[config.mk]
export PLATFORM = sky130hd
export DESIGN_NAME = oam_dma_ctrl
export DESIGN_NICKNAME = d
export VERILOG_FILES = /design/src/rtl/nes_dma_pkg.sv /design/src/rtl/oam_dma_ctrl.sv
export SDC_FILE = /design/constraint.sdc
export NUM_CORES = 1
export LEC_CHECK = 0
export CAP_MARGIN = 10
export CORE_MARGIN = 3
export CORE_UTILIZATION = 52
export DETAILED_ROUTE_END_ITERATION = 16
export DONT_BUFFER_PORTS = 1
export GPL_ROUTABILITY_DRIVEN = 0
export GPL_TIMING_DRIVEN = 0
export PLACE_DENSITY = 0.68
export SYNTH_ARGS = -nofsm -noshare
export SYNTH_HDL_FRONTEND = slang
export SYNTH_SLANG_ARGS = --single-unit
[constraint.sdc]
create_clock -name clk -period 2.6 [get_ports clk]
set_clock_uncertainty 0.15 [all_clocks]
set_input_delay 0.78 -clock clk [delete_from_list [all_inputs] [get_ports clk]]
set_output_delay 0.78 -clock clk [all_outputs]
set_load 0.05 [all_outputs]
[src/rtl/nes_dma_pkg.sv]
// rtl/nes_dma_pkg.sv - shared types and constants for the OAM DMA controller
package nes_dma_pkg;

  typedef enum logic [2:0] {
    IDLE  = 3'd0,
    HALT  = 3'd1,
    ALIGN = 3'd2,
    READ  = 3'd3,
    WRITE = 3'd4
  } dma_state_t;

  localparam logic [15:0] OAM_DMA_REG_ADDR = 16'h4014;
  localparam int          OAM_SIZE         = 256;

endpackage

[src/rtl/oam_dma_ctrl.sv]
// rtl/oam_dma_ctrl.sv - CPU-side OAM DMA initiator: stalls the CPU and copies one page into sprite OAM
module oam_dma_ctrl
  import nes_dma_pkg::*;
#(
  parameter int NUM_BYTES    = OAM_SIZE,
  parameter int DUMMY_CYCLES = 1
) (
  input  logic        clk,
  input  logic        reset,
  input  logic        dma_reg_we,
  input  logic [7:0]  cpu_data_in,
  input  logic [7:0]  oam_start,
  output logic        mem_rd,
  output logic [15:0] mem_addr,
  input  logic [7:0]  mem_data_in,
  output logic        cpu_stall,
  output logic        oam_dma,
  output logic [7:0]  oam_addr,
  output logic [7:0]  oam_data_out,
  output logic        busy
);

  // Byte counter is 8 bits wide, so the last index is the final byte of a 256-byte page.
  localparam logic [7:0] LAST_IDX  = 8'(NUM_BYTES - 1);
  localparam logic [7:0] HALT_LAST = 8'(DUMMY_CYCLES - 1);

  dma_state_t  state, state_nxt;
  logic        odd;
  logic [7:0]  page;
  logic [7:0]  idx;
  logic [7:0]  dest;
  logic [7:0]  halt_cnt;
  logic [15:0] last_addr;

  // State register.
  always_ff @(posedge clk) begin
    if (reset) state <= IDLE;
    else       state <= state_nxt;
  end

  // Next-state logic; HALT picks ALIGN when the following cycle would be odd,
  // so READ always lands on an even cycle.
  always_comb begin
    state_nxt = state;
    case (state)
      IDLE:    if (dma_reg_we) state_nxt = HALT;
      HALT:    if (halt_cnt == HALT_LAST) state_nxt = odd ? READ : ALIGN;
      ALIGN:   state_nxt = READ;
      READ:    state_nxt = WRITE;
      WRITE:   state_nxt = (idx == LAST_IDX) ? IDLE : READ;
      default: state_nxt = IDLE;
    endcase
  end

  // Datapath: parity toggle, source page, byte index, OAM destination and held read address.
  always_ff @(posedge clk) begin
    if (reset) begin
      odd       <= 1'b0;
      page      <= 8'h00;
      idx       <= 8'h00;
      dest      <= 8'h00;
      halt_cnt  <= 8'h00;
      last_addr <= 16'h0000;
    end else begin
      odd       <= ~odd;
      last_addr <= mem_addr;
      case (state)
        IDLE: begin
          if (dma_reg_we) begin
            page     <= cpu_data_in;
            dest     <= oam_start;
            idx      <= 8'h00;
            halt_cnt <= 8'h00;
          end
        end
        HALT:  halt_cnt <= halt_cnt + 8'd1;
        WRITE: begin
          dest <= dest + 8'd1;
          idx  <= idx + 8'd1;
        end
        default: ;
      endcase
    end
  end

  // Outputs decoded from state; mem_addr keeps its last driven value outside READ.
  always_comb begin
    busy         = (state != IDLE);
    cpu_stall    = (state != IDLE);
    mem_rd       = 1'b0;
    mem_addr     = last_addr;
    oam_dma      = 1'b0;
    oam_addr     = 8'h00;
    oam_data_out = 8'h00;
    case (state)
      READ: begin
        mem_rd   = 1'b1;
        mem_addr = {page, idx};
      end
      WRITE: begin
        oam_dma      = 1'b1;
        oam_addr     = dest;
        oam_data_out = mem_data_in;
      end
      default: ;
    endcase
  end

endmodule

### Yosys cells after proc, flatten, opt, wreduce, memory -nomap -nowiden

Index checks and enable logic that the tools add are counted.

| storage, ports and cells | value |
|---|---|
| register bits | 52 |
| bits of input ports | 27 |
| word-level logic and storage cells | 42 |

| operators by class | value |
|---|---|
| add/sub/neg operators | 3 |
| equal/unequal tests | 7 |
| multiplexer cells | 15 |
| bitwise logic cells | 1 |
| reduce and logical (&&, ||, !) cells | 9 |

Operators by type and width:

| cell | number |
|---|---|
| $pmux 8 s2 | 3 |
| $mux 8 | 4 |
| $add 8x1->8 const B | 3 |
| $mux 16 | 1 |
| $pmux 3 s5 | 1 |
| $eq 8x8->1 const B | 1 |
| $logic_not 8->1 | 1 |
| $reduce_and 2->1 | 4 |
| $eq 3x2->1 const B | 2 |
| $mux 3 | 2 |
| $ne 2x2->1 const B | 2 |
| $reduce_bool 2->1 | 2 |
| $eq 3x1->1 const B | 1 |
| $eq 3x3->1 const B | 1 |
| $logic_not 3->1 | 1 |
| $mux 1 | 3 |
| $reduce_bool 3->1 | 1 |
| $mux 2 | 1 |
| $not 1->1 | 1 |

### Depth between registers and ports, before layout

Gate-level depths: netlist of the first run.

| logic depth | value |
|---|---|
| depth after elaboration | 3 |
| depth in mapped cells | 8 |
| depth with buffers taken out | 5 |

### Worst setup path before layout of the first run

OpenSTA, ideal clock, no wires.

| timing path | value |
|---|---|
| path kind | reg-to-output |
| start | register state[2] |
| end | output oam_addr[0] |
| data arrival time | 2.115 ns |
| required time | 1.670 ns |
| path slack | -0.445 ns |
| cell stages (with the launch flop) | 7 |
| path through | dfxtp_1 -> buf_4 -> or3b_1 -> buf_2 -> inv_2 -> clkbuf_1 -> and2_1 |

| on the way | value |
|---|---|
| cells in the longest elaborated chain, start to end | 2 |

Ends and longest elaborated chain:

| what | RTL line | text |
|---|---|---|
| start, declared | oam_dma_ctrl.sv:27 | `dma_state_t state, state_nxt;` |
| start signal, assigned | oam_dma_ctrl.sv:38 | `else state <= state_nxt;` |
| $eq 3x3->1 | oam_dma_ctrl.sv:95 | `case (state)` |
| $mux 8 | oam_dma_ctrl.sv:95 |  |
| end, declared | oam_dma_ctrl.sv:18 | `output logic [7:0] oam_addr,` |

No other way between the ends.

### Worst setup path after layout of the first run

| timing path | value |
|---|---|
| start | register state[2] |
| end | output oam_addr[1] |

Same word-level chain as after synthesis.

==> key figures, run 1 <==
Status
  • Outcome: complete, no violations

Floorplanning
  • # rows: 24
  • Die width: approximately 75 um
  • Die ar.: between 0.005 and 0.006 mm2
  • Ports: 63
  • Initial core utilization: roughly 55%
  • Die extent in y: 74.5 um
  • Core Box Area: 0.00444 mm2

Power
  • Sw frac: 31.4%
  • Power Density: 659 mW/mm2
  • Pint: 1290 uW
  • Pleak: roughly 0.0011 uW
  • Clock power share: 29.6%
  • NetSw: 590 uW
  • VDD IR max: 0.552 mV
  • Combinational share of power: 23.5%
  • Sequential power share: 47.0%

Global route
  • Initial antenna violation count: 0
  • Largest net degree at the start of global routing: 17
  • All-Layer GR Usage: 21.3%
  • Vias in the first global route: 1,920
  • GRT overflow: 0
  • Global-route wire length before repair: between 9000 and 10,000 um

Finish
  • # diodes: 0
  • Final nets: about 320
  • Fill cells: approximately 380
  • Most frequent cells in the layout: dfxtp_1, nand2_1, a21oi_1
  • Layout cells sized above 1: a little under a quarter
  • Most common cell after layout, fill and taps aside: dfxtp_1
  • P&R area growth vs syn: 17.0%
  • Fin util: between 60% and 70%

Route
  • Antenna-violating nets left: 0
  • Avg WL per Cell: 16.4 um
  • Post-route DRC: 0
  • DRT Pass-1 Iters: 4
  • Overall routed net length: 5640 um
  • Iteration-0 DRC Markers: 156
  • Vias: 2,065
  • DR vias/cell: ~6

Worst setup path
  • CP cell instances: or3b_4, inv_8, clkbuf_16, and2_4
  • Worst setup EP type: output port
  • CP peak stage delay: 0.44 ns
  • Startpoint Class: register
  • Maximum fanout along the worst path: 7
  • FF-to-FF End: state[1]
  • WP data arrival: 1.61 ns
  • Reg2reg setup slack: approximately 0.57 ns
  • Critical R2R Launch: halt_cnt[0]
  • Cells on worst reg2reg path: 5
  • Crit path max-delay cell type: or3b_4
  • WS Path Type: register to output port
  • Worst path required time: 1.67 ns

CTS
  • CTS tree: yes
  • Clock transition at path regs: 0.10 ns
  • Bufs on Longest Clock Path: 2
  • Clock tree sinks: 52
  • Clock H-tree levels: 2
  • CTS root buf: clkbuf_8
  • Clk_lat worst skew: 0.31 ns
  • Num CTS Buffers: 5

Synthesis
  • Asr flop ratio synth: 0%
  • #FFs+latches synth: 52
  • Cells after Synth: 278
  • Net count after synthesis: 309
  • Synth area leader: dfxtp_1
  • Library cells used by synthesis: 44
  • Synth top area share: between 40% and 50%
  • Syn Area/Cell: 8.78 um2
  • Sequential fraction of the synthesis area: 42.7%
  • Synthesized area: 0.00244 mm2
  • Post-synth EDFFs: 0
  • Area contributors post-synth: dfxtp_1, mux2_2, a21oi_1, nand2_1, nor2b_1
  • Top FF cell, synth: dfxtp_1
  • Count of yosys warnings during synthesis: 0

Placement
  • Buffers on Ports: 0
  • DP HPWL: 3690 um
  • Post-placement setup slack: -0.301 ns

Timing
  • Slew Limit Fails: 0
  • Setup violators final: 0
  • Max_slew headroom: 58.6%
  • Max Clk Rate: 393 MHz
  • Worst-margin pin slew: 0.621 ns
  • Period utilization: 97.9%
  • RSZ-0062 raised after global routing: true
  • Final setup margin: 0.0552 ns
  • Final Hold Fails: 0
  • Final min period: around 2.5 ns

Run
  • Max-cap violations: 0

Hold path
  • Hold crit path type: register to register
  • Destination of the worst hold path: odd
  • Hold Path Stages: 1
  • Hold path start: odd
cell type report:
type / count / area, um2 / area share (%)
clock inverters: 3 / 42.5 / 1.49
plain buffers: 18 / 138 / 4.82
flip-flops and latches: 52 / 1040 / 36.6
repair buffers: 8 / 70.1 / 2.46
clock buffers: 5 / 68.8 / 2.41
well taps: 52 / 65.1 / 2.28
multi-input cells: 200 / 1400 / 48.9
inverters: 6 / 30.0 / 1.05
routing by layer:
layer	track usage, %	part of all wire (%)	wire [um]	vias up
met5	0	0	0	-
met4	6.72	1.7	94	0
met3	5.81	6.4	359	10
met2	34.6	44	2510	69
met1	27.6	48	2680	977
li1	-	-	-	1009
power by group through the flow:
stage / clock network (uW) / logic, uW / registers (uW)
after CTS: 568 / 437 / 880
after floorplan: 0 / 330 / 888
after global placement: 0 / 392 / 896
final: 557 / 441 / 883
after detailed placement: 0 / 395 / 898
after global routing: 597 / 484 / 890
metrics by stage:
stage / cells / hold slack (ns) / total power (uW) / setup TNS, ns / instance area (um2)
after global placement: 330 / 0.253 / 1290 / -1.91 / 2530
final: 344 / 0.270 / 1880 / 0 / 2850
after CTS: 346 / 0.269 / 1890 / -0.262 / 2860
after global routing: 344 / 0.304 / 1970 / -0.00718 / 2850
after floorplan: 278 / 0.244 / 1220 / -0.240 / 2460
after detailed placement: 330 / 0.256 / 1290 / -2.20 / 2530
worst max path at each step:
stage / from / cells after the start / slack (ns) / to
2_1_floorplan: state[2] / 5 / -0.12 / oam_addr[3]
3_3_place_gp: state[2] / 5 / -0.29 / oam_addr[4]
3_5_place_dp: state[2] / 5 / -0.30 / oam_addr[4]
4_1_cts: state[2] / 6 / -0.04 / oam_addr[1]
5_1_grt: state[2] / 4 / -0.006 / oam_addr[1]
6_report: state[2] / 4 / 0.06 / oam_addr[1]
kinds of logic (layout without fill, tap and decap cells):
family                   count (synthesis)  after routing  share of synthesized area, %
AO/OA/AOI/OAI                           57             57                          14.8
flip-flops                              52             52                          42.7
multiplexers                            17             17                          7.85
adder cells (fa/ha/maj)                  4              4                          2.05
buffers and inverters                   26             40                          5.08
AND/OR/NAND/NOR                        122            122                          27.5
registers in the layout, summed over array words and instances (netlist names):
signal / cells
odd: 1
dest: 8
last_addr: 16
idx: 8
halt_cnt: 8
state: 3
page: 8
cell usage after synthesis, drive strengths merged, types with 2 or more instances:
cell type  number
nor2b          17
a21oi          23
nand4           2
o311ai          2
o31ai           2
or4             2
nand3           9
nand2          30
nand4b          2
a211oi          4
nand2b          2
and4            2
a311oi          3
and2           14
nor3b           2
o21ai           7
inv             6
a31oi           5
or4b            2
or3             5
ha              4
buf            11
a22oi           3
nor2           21
nor3            2
and3            6
dfxtp          52
a32oi           2
mux2           17
clkbuf          9
or3b            2
critical path: cells and delay by family, from the launching register on:
kind                   cells  cell delay, ns
buffers and inverters      2            0.27
DFF                        1            0.35
and+or+nand+nor            2            0.68
timing repair:
| item | CTS | global route |
|---|---|---|
| hold buffers | 0 | 0 |
| setup buffers | 7 | 0 |
| endpoints found under the setup margin | 35 | 32 |
| resized for setup | 52 | 4 |
| pin swaps | 11 | 1 |
| gates cloned | 1 | 0 |
Power figures use the tool's default switching activity.
==> run 2: changes to the inputs <==
--- a/config.mk
+++ b/config.mk
@@ -13,6 +13,7 @@
 export GPL_ROUTABILITY_DRIVEN = 0
 export GPL_TIMING_DRIVEN = 0
 export PLACE_DENSITY = 0.68
+export REMOVE_ABC_BUFFERS = 1
 export SYNTH_ARGS = -nofsm -noshare
 export SYNTH_HDL_FRONTEND = slang
 export SYNTH_SLANG_ARGS = --single-unit
==> key figures, run 2 (same netlist as run 1, synthesis figures left out) <==
Floorplanning
  • Die extent in y: 74.5 um (unchanged)
  • Die width: 74.5 um (unchanged)
  • Ports: 63 (unchanged)
  • Die ar.: 0.00555 mm2 (unchanged)
  • # rows: 24 (unchanged)
  • Initial core utilization: 54.9% (unchanged)
  • Core Box Area: 0.00444 mm2 (unchanged)

Global route
  • Initial antenna violation count: 0 (unchanged)
  • Met3 Usage GRT: 5.00% (was 5.81%)
  • Vias in the first global route: 1,757 (was 1,920)
  • GR Util met1: 26.6% (was 27.6%)
  • Met2 Use GR: 29.9% (was 34.6%)
  • All-Layer GR Usage: 19.2% (was 21.3%)
  • GRT overflow: 0 (unchanged)
  • Largest net degree at the start of global routing: 54 (was 17)
  • Global-route wire length before repair: 8360 um (was 9070 um)
  • Layer with the highest usage: met2 (unchanged)

Power
  • Power Density: 642 mW/mm2 (was 659 mW/mm2)
  • VDD IR max: 0.412 mV (was 0.552 mV)
  • Pleak: 0.00109 uW (was 0.00115 uW)
  • Power after layout: 1760 uW (was 1880 uW)

Route
  • Avg WL per Cell: 16.3 um (was 16.4 um)
  • Iteration-0 DRC Markers: 180 (was 156)
  • Post-route DRC: 0 (unchanged)
  • Overall routed net length: 5350 um (was 5640 um)
  • Antenna-violating nets left: 0 (unchanged)
  • DR vias/cell: 6.07 (was 6.00)
  • Vias: 1,990 (was 2,065)
  • DRT Pass-1 Iters: 4 (unchanged)

Finish
  • Number of flip-flops in the largest register: 16 (unchanged)
  • Layout cells sized above 1: 22.5% (was 24.0%)
  • Final nets: 306 (was 322)
  • Most common cell after layout, fill and taps aside: dfxtp_1 (unchanged)
  • Fin util: 61.5% (was 64.2%)
  • Reg with most FFs: last_addr (unchanged)
  • Fill cells: 396 (was 383)
  • P&R area growth vs syn: 12.1% (was 17.0%)
  • Most frequent cells in the layout: dfxtp_1, nand2_1, a21oi_1 (unchanged)
  • # diodes: 0 (unchanged)

Worst setup path
  • CP cell instances: or3b_4, inv_12, and2_4 (was or3b_4, inv_8, clkbuf_16, and2_4)
  • Startpoint Class: register (unchanged)
  • Worst setup EP type: output port (unchanged)
  • FF-to-FF End: dest[0] (was state[1])
  • WS Path Type: register to output port (unchanged)
  • Critical R2R Launch: state[1] (was halt_cnt[0])
  • Maximum fanout along the worst path: 8 (was 7)
  • CP peak stage delay: 0.52 ns (was 0.44 ns)
  • WP data arrival: 1.65 ns (was 1.61 ns)
  • Worst path required time: 1.67 ns (about the same)
  • Reg2reg setup slack: 0.21 ns (was 0.57 ns)
  • Crit path max-delay cell type: or3b_4 (unchanged)
  • Cells on worst reg2reg path: 4 (was 5)

Hold path
  • Hold path start: odd (unchanged)
  • Destination of the worst hold path: odd (unchanged)
  • Hold crit path type: register to register (unchanged)
  • Hold Path Stages: 1 (unchanged)

Timing
  • Worst-margin pin slew: 1.02 ns (was 0.621 ns)
  • RSZ-0062 raised after global routing: true (unchanged)
  • Period utilization: 99.1% (was 97.9%)
  • Setup violators final: 0 (unchanged)
  • Final min period: 2.58 ns (was 2.54 ns)
  • Final Hold Fails: 0 (unchanged)
  • Max Clk Rate: 388 MHz (was 393 MHz)
  • Max_slew headroom: 31.7% (was 58.6%)
  • Slew Limit Fails: 0 (unchanged)

CTS
  • Clock transition at path regs: 0.10 ns (about the same)
  • Clock tree sinks: 52 (unchanged)
  • Clock H-tree levels: 2 (unchanged)
  • Num CTS Buffers: 5 (unchanged)
  • CTS root buf: clkbuf_8 (unchanged)
  • CTS Hold Bufs: 0 (unchanged)
  • Bufs on Longest Clock Path: 2 (unchanged)
  • CTS tree: yes (unchanged)
  • Clk_lat worst skew: 0.31 ns (about the same)

Run
  • Max-cap violations: 0 (unchanged)

Placement
  • DP HPWL: 3150 um (was 3690 um)
  • Buffers on Ports: 0 (unchanged)

Status
  • Outcome: complete, no violations (unchanged)
run 2: cell type report:
class,instances,area (um2),area share [%]
inverters,6,35.0,1.28
well taps,52,65.1,2.38
flip-flops and latches,52,1050,38.5
clock inverters,3,25.0,0.915
repair inverters,2,17.5,0.640
clock buffers,5,68.8,2.52
repair buffers,7,65.1,2.38
multi-input cells,201,1410,51.4
run 2: worst max path at each step:
stage               startpoint     endpoint
global placement      state[2]  oam_addr[5]
CTS                   state[2]  oam_addr[6]
floorplan             state[2]  oam_addr[5]
detailed placement    state[2]  oam_addr[6]
global route          state[2]  oam_addr[5]
finish                state[2]  oam_addr[6]
run 2: repair_timing:
action	in CTS	in global routing
gates cloned	1	2
buffers inserted	3	4
endpoints found under the setup margin	48	32
resized for setup	60	3
pin swaps	13	2
endpoints found under the hold margin	0	0
run 2: power breakdown:
group	internal [uW]	switching (uW)
logic	127	248
registers	847	53.0
clock network	197	286
run 2: critical path, delay by kind of cell, from the launching register on:
family / cells / cell delay [ns]
buffers and inverters: 1 / 0.15
flip-flops: 1 / 0.41
AND/OR/NAND/NOR: 2 / 0.77
run 2: per-stage QoR:
| step | hold slack [ns] | setup slack, ns | cell area [um2] | instances | TNS [ns] |
|---|---|---|---|---|---|
| floorplan | 0.239 | -0.297 | 2340 | 258 | -4.15 |
| global placement | 0.250 | -0.594 | 2400 | 310 | -13.21 |
| detailed placement | 0.254 | -0.608 | 2400 | 310 | -13.75 |
| CTS | 0.268 | -0.0136 | 2680 | 322 | -0.108 |
| global route | 0.281 | -0.0192 | 2740 | 328 | -0.119 |
| finish | 0.266 | 0.0233 | 2740 | 328 | 0 |
run 2: per-layer routing:
metal | vias up | part of all wire (%)
met5 | - | 0
met4 | 0 | 0.67
met3 | 4 | 5.9
met2 | 55 | 47
met1 | 943 | 46
li1 | 988 | -
==> run 3: changes to the inputs <==
--- a/config.mk
+++ b/config.mk
@@ -13,7 +13,6 @@
 export GPL_ROUTABILITY_DRIVEN = 0
 export GPL_TIMING_DRIVEN = 0
 export PLACE_DENSITY = 0.68
-export REMOVE_ABC_BUFFERS = 1
 export SYNTH_ARGS = -nofsm -noshare
 export SYNTH_HDL_FRONTEND = slang
 export SYNTH_SLANG_ARGS = --single-unit
==> constraint.sdc (replaced) <==
create_clock -name clk -period 2.6 [get_ports clk]
set_clock_uncertainty 0.15 [all_clocks]
set_input_delay 0.13 -clock clk [delete_from_list [all_inputs] [get_ports clk]]
set_output_delay 0.13 -clock clk [all_outputs]
set_load 0.05 [all_outputs]
==> key figures, run 3 (same netlist as run 1, synthesis figures left out) <==
Worst setup path
  • Most used cell, CP: buf_2
  • WP data arrival: 2.18 ns (was 1.65 ns)
  • CP peak stage delay: 0.49 ns (was 0.52 ns)
  • Crit path max-delay cell type: and2_1 (was or3b_4)
  • WS Path Type: register to output port (unchanged)
  • Maximum fanout along the worst path: 10 (was 8)
  • Critical R2R Launch: state[0] (was state[1])
  • Startpoint Class: register (unchanged)
  • Cells on worst reg2reg path: 6 (was 4)
  • FF-to-FF End: last_addr[12] (was dest[0])
  • Worst Setup SP: state[2] (unchanged)
  • CP cell instances: buf_4, or3b_1, buf_2, inv_2, buf_2, and2_1 (was or3b_4, inv_12, and2_4)
  • Reg2reg setup slack: 0.43 ns (was 0.21 ns)
  • Worst setup EP type: output port (unchanged)
  • Worst path required time: 2.32 ns (was 1.67 ns)
  • CP endpoint: oam_addr[7] (was oam_addr[6])

Finish
  • Number of flip-flops in the largest register: 16 (unchanged)
  • Final nets: 332 (was 306)
  • Layout cells sized above 1: 17.2% (was 22.5%)
  • Most common cell after layout, fill and taps aside: dfxtp_1 (unchanged)
  • Most frequent cells in the layout: dfxtp_1, nand2_1, a21oi_1 (unchanged)
  • # diodes: 0 (unchanged)
  • Reg with most FFs: last_addr (unchanged)
  • Fill cells: 402 (was 396)
  • Multi-input logic area: 0.00129 mm2 (was 0.00141 mm2)
  • Register Area: 0.00104 mm2 (was 0.00105 mm2)
  • Fin util: 62.4% (was 61.5%)
  • P&R area growth vs syn: 13.7% (was 12.1%)

Route
  • Avg WL per Cell: 15.3 um (was 16.3 um)
  • Iteration-0 DRC Markers: 137 (was 180)
  • Vias: 2,048 (was 1,990)
  • Post-route DRC: 0 (unchanged)
  • Overall routed net length: 5410 um (was 5350 um)
  • DR vias/cell: 5.79 (was 6.07)
  • DRT Pass-1 Iters: 4 (unchanged)
  • Antenna-violating nets left: 0 (unchanged)

Global route
  • Vias in the first global route: 1,851 (was 1,757)
  • Largest net degree at the start of global routing: 16 (was 54)
  • Initial antenna violation count: 0 (unchanged)
  • Global-route wire length before repair: 8450 um (was 8360 um)
  • GRT overflow: 0 (unchanged)
  • All-Layer GR Usage: 19.5% (was 19.2%)

CTS
  • Clk_lat worst skew: 0.30 ns (was 0.31 ns)
  • CTS tree: yes (unchanged)
  • Num CTS Buffers: 5 (unchanged)
  • Clock H-tree levels: 2 (unchanged)
  • CTS root buf: clkbuf_8 (unchanged)
  • Clock tree sinks: 52 (unchanged)
  • Bufs on Longest Clock Path: 2 (unchanged)
  • Clock transition at path regs: 0.09 ns (was 0.10 ns)

Timing
  • Max Clk Rate: 407 MHz (was 388 MHz)
  • Max_slew headroom: 58.7% (was 31.7%)
  • RSZ-0062 raised after global routing: false (was true)
  • Period utilization: 94.6% (was 99.1%)
  • Slew Limit Fails: 0 (unchanged)
  • Final Hold Fails: 0 (unchanged)
  • Setup violators final: 0 (unchanged)
  • Final min period: 2.46 ns (was 2.58 ns)
  • Worst-margin pin slew: 0.617 ns (was 1.02 ns)
  • Setup TNS Final: 0 ns (unchanged)

Floorplanning
  • Die width: 74.5 um (unchanged)
  • Initial core utilization: 54.9% (unchanged)
  • Die ar.: 0.00555 mm2 (unchanged)
  • Core Box Area: 0.00444 mm2 (unchanged)
  • Die extent in y: 74.5 um (unchanged)
  • Ports: 63 (unchanged)
  • # rows: 24 (unchanged)

Power
  • Power Density: 636 mW/mm2 (was 642 mW/mm2)
  • Combinational share of power: 23.5% (was 21.3%)
  • Sw frac: 31.9% (was 33.4%)
  • NetSw: 562 uW (was 587 uW)
  • Clock power share: 26.7% (was 27.5%)
  • Pint: 1200 uW (was 1170 uW)
  • VDD IR max: 0.433 mV (was 0.412 mV)
  • Sequential power share: 49.8% (was 51.2%)
  • Pleak: 0.00109 uW (about the same)

Run
  • Max-cap violations: 0 (unchanged)

Status
  • Outcome: complete, no violations (unchanged)

Hold path
  • Hold crit path type: primary input to register (was register to register)

Placement
  • Buffers on Ports: 0 (unchanged)
  • DP HPWL: 3680 um (was 3150 um)
-- run 3: cell types whose count changed in the layout (fill, tap and decap cells not counted), sizes merged --
| cell | previous run | this run |
|---|---|---|
| inv | 10 | 6 |
| clkinvlp | 1 | 0 |
| clkinv | 0 | 2 |
| dlygate4sd3 | 0 | 16 |
| or3b | 3 | 2 |
| buf | 7 | 12 |
| clkbuf | 5 | 14 |
-- run 3: timing repair --
item,4_1_cts,5_1_grt
setup buffers,0,0
hold endpoints to repair,16,0
hold buffers,16,0
setup endpoints to repair,9,11
gates resized for setup,3,10
-- run 3: cell type report --
cell class                 instances  share of cell area, %
buffer                            20                   3.70
clock buffer                       6                   2.98
clock inverter                     2                  0.361
inverter                           6                  0.812
multi-input combinational        200                   46.5
sequential                        52                   37.5
tap                               52                   2.34
timing repair buffer              16                   5.77
-- run 3: through the flow --
step | cells | hold slack [ns] | area [um2] | total power, uW | worst slack (ns)
floorplan | 278 | 0.116 | 2440 | 1220 | 0.205
global placement | 330 | 0.119 | 2500 | 1290 | 0.0321
detailed placement | 330 | 0.121 | 2500 | 1290 | 0.0272
CTS | 354 | 0.0328 | 2760 | 1780 | 0.000553
global route | 354 | 0.0458 | 2780 | 1850 | 0.00587
finish | 354 | 0.0325 | 2780 | 1760 | 0.140
-- run 3: worst min path at each step --
stage	start	end	depth (start not counted)	slack (ns)
6_report	reset	last_addr[0]	2	0.03
4_1_cts	dma_reg_we	state[2]	3	0.03
5_1_grt	reset	last_addr[1]	2	0.05
2_1_floorplan	cpu_data_in[0]	page[0]	2	0.12
3_3_place_gp	cpu_data_in[7]	page[7]	2	0.12
3_5_place_dp	cpu_data_in[1]	page[1]	2	0.12
-- run 3: power groups by stage --
stage,Combinational [uW],Clock (uW),Sequential [uW]
after detailed placement,395,0,897
final,415,470,879
after global routing,455,510,885
after CTS,415,482,879
after floorplan,328,0,888
after global placement,391,0,896
-- run 3: layer usage --
| layer | part of all wire (%) | GRT usage (%) | vias up |
|---|---|---|---|
| li1 | - | - | 1032 |
| met1 | 48 | 27.2 | 948 |
| met2 | 46 | 30.1 | 66 |
| met3 | 5.6 | 4.73 | 2 |
| met4 | 0.35 | 5.53 | 0 |
| met5 | 0 | 0 | - |
-- run 3: critical path, delay by kind of cell (launching register included) --
family / cells / cell delay, ns
buffers and inverters: 4 / 0.72
DFF: 1 / 0.32
and+or+nand+nor: 2 / 0.83
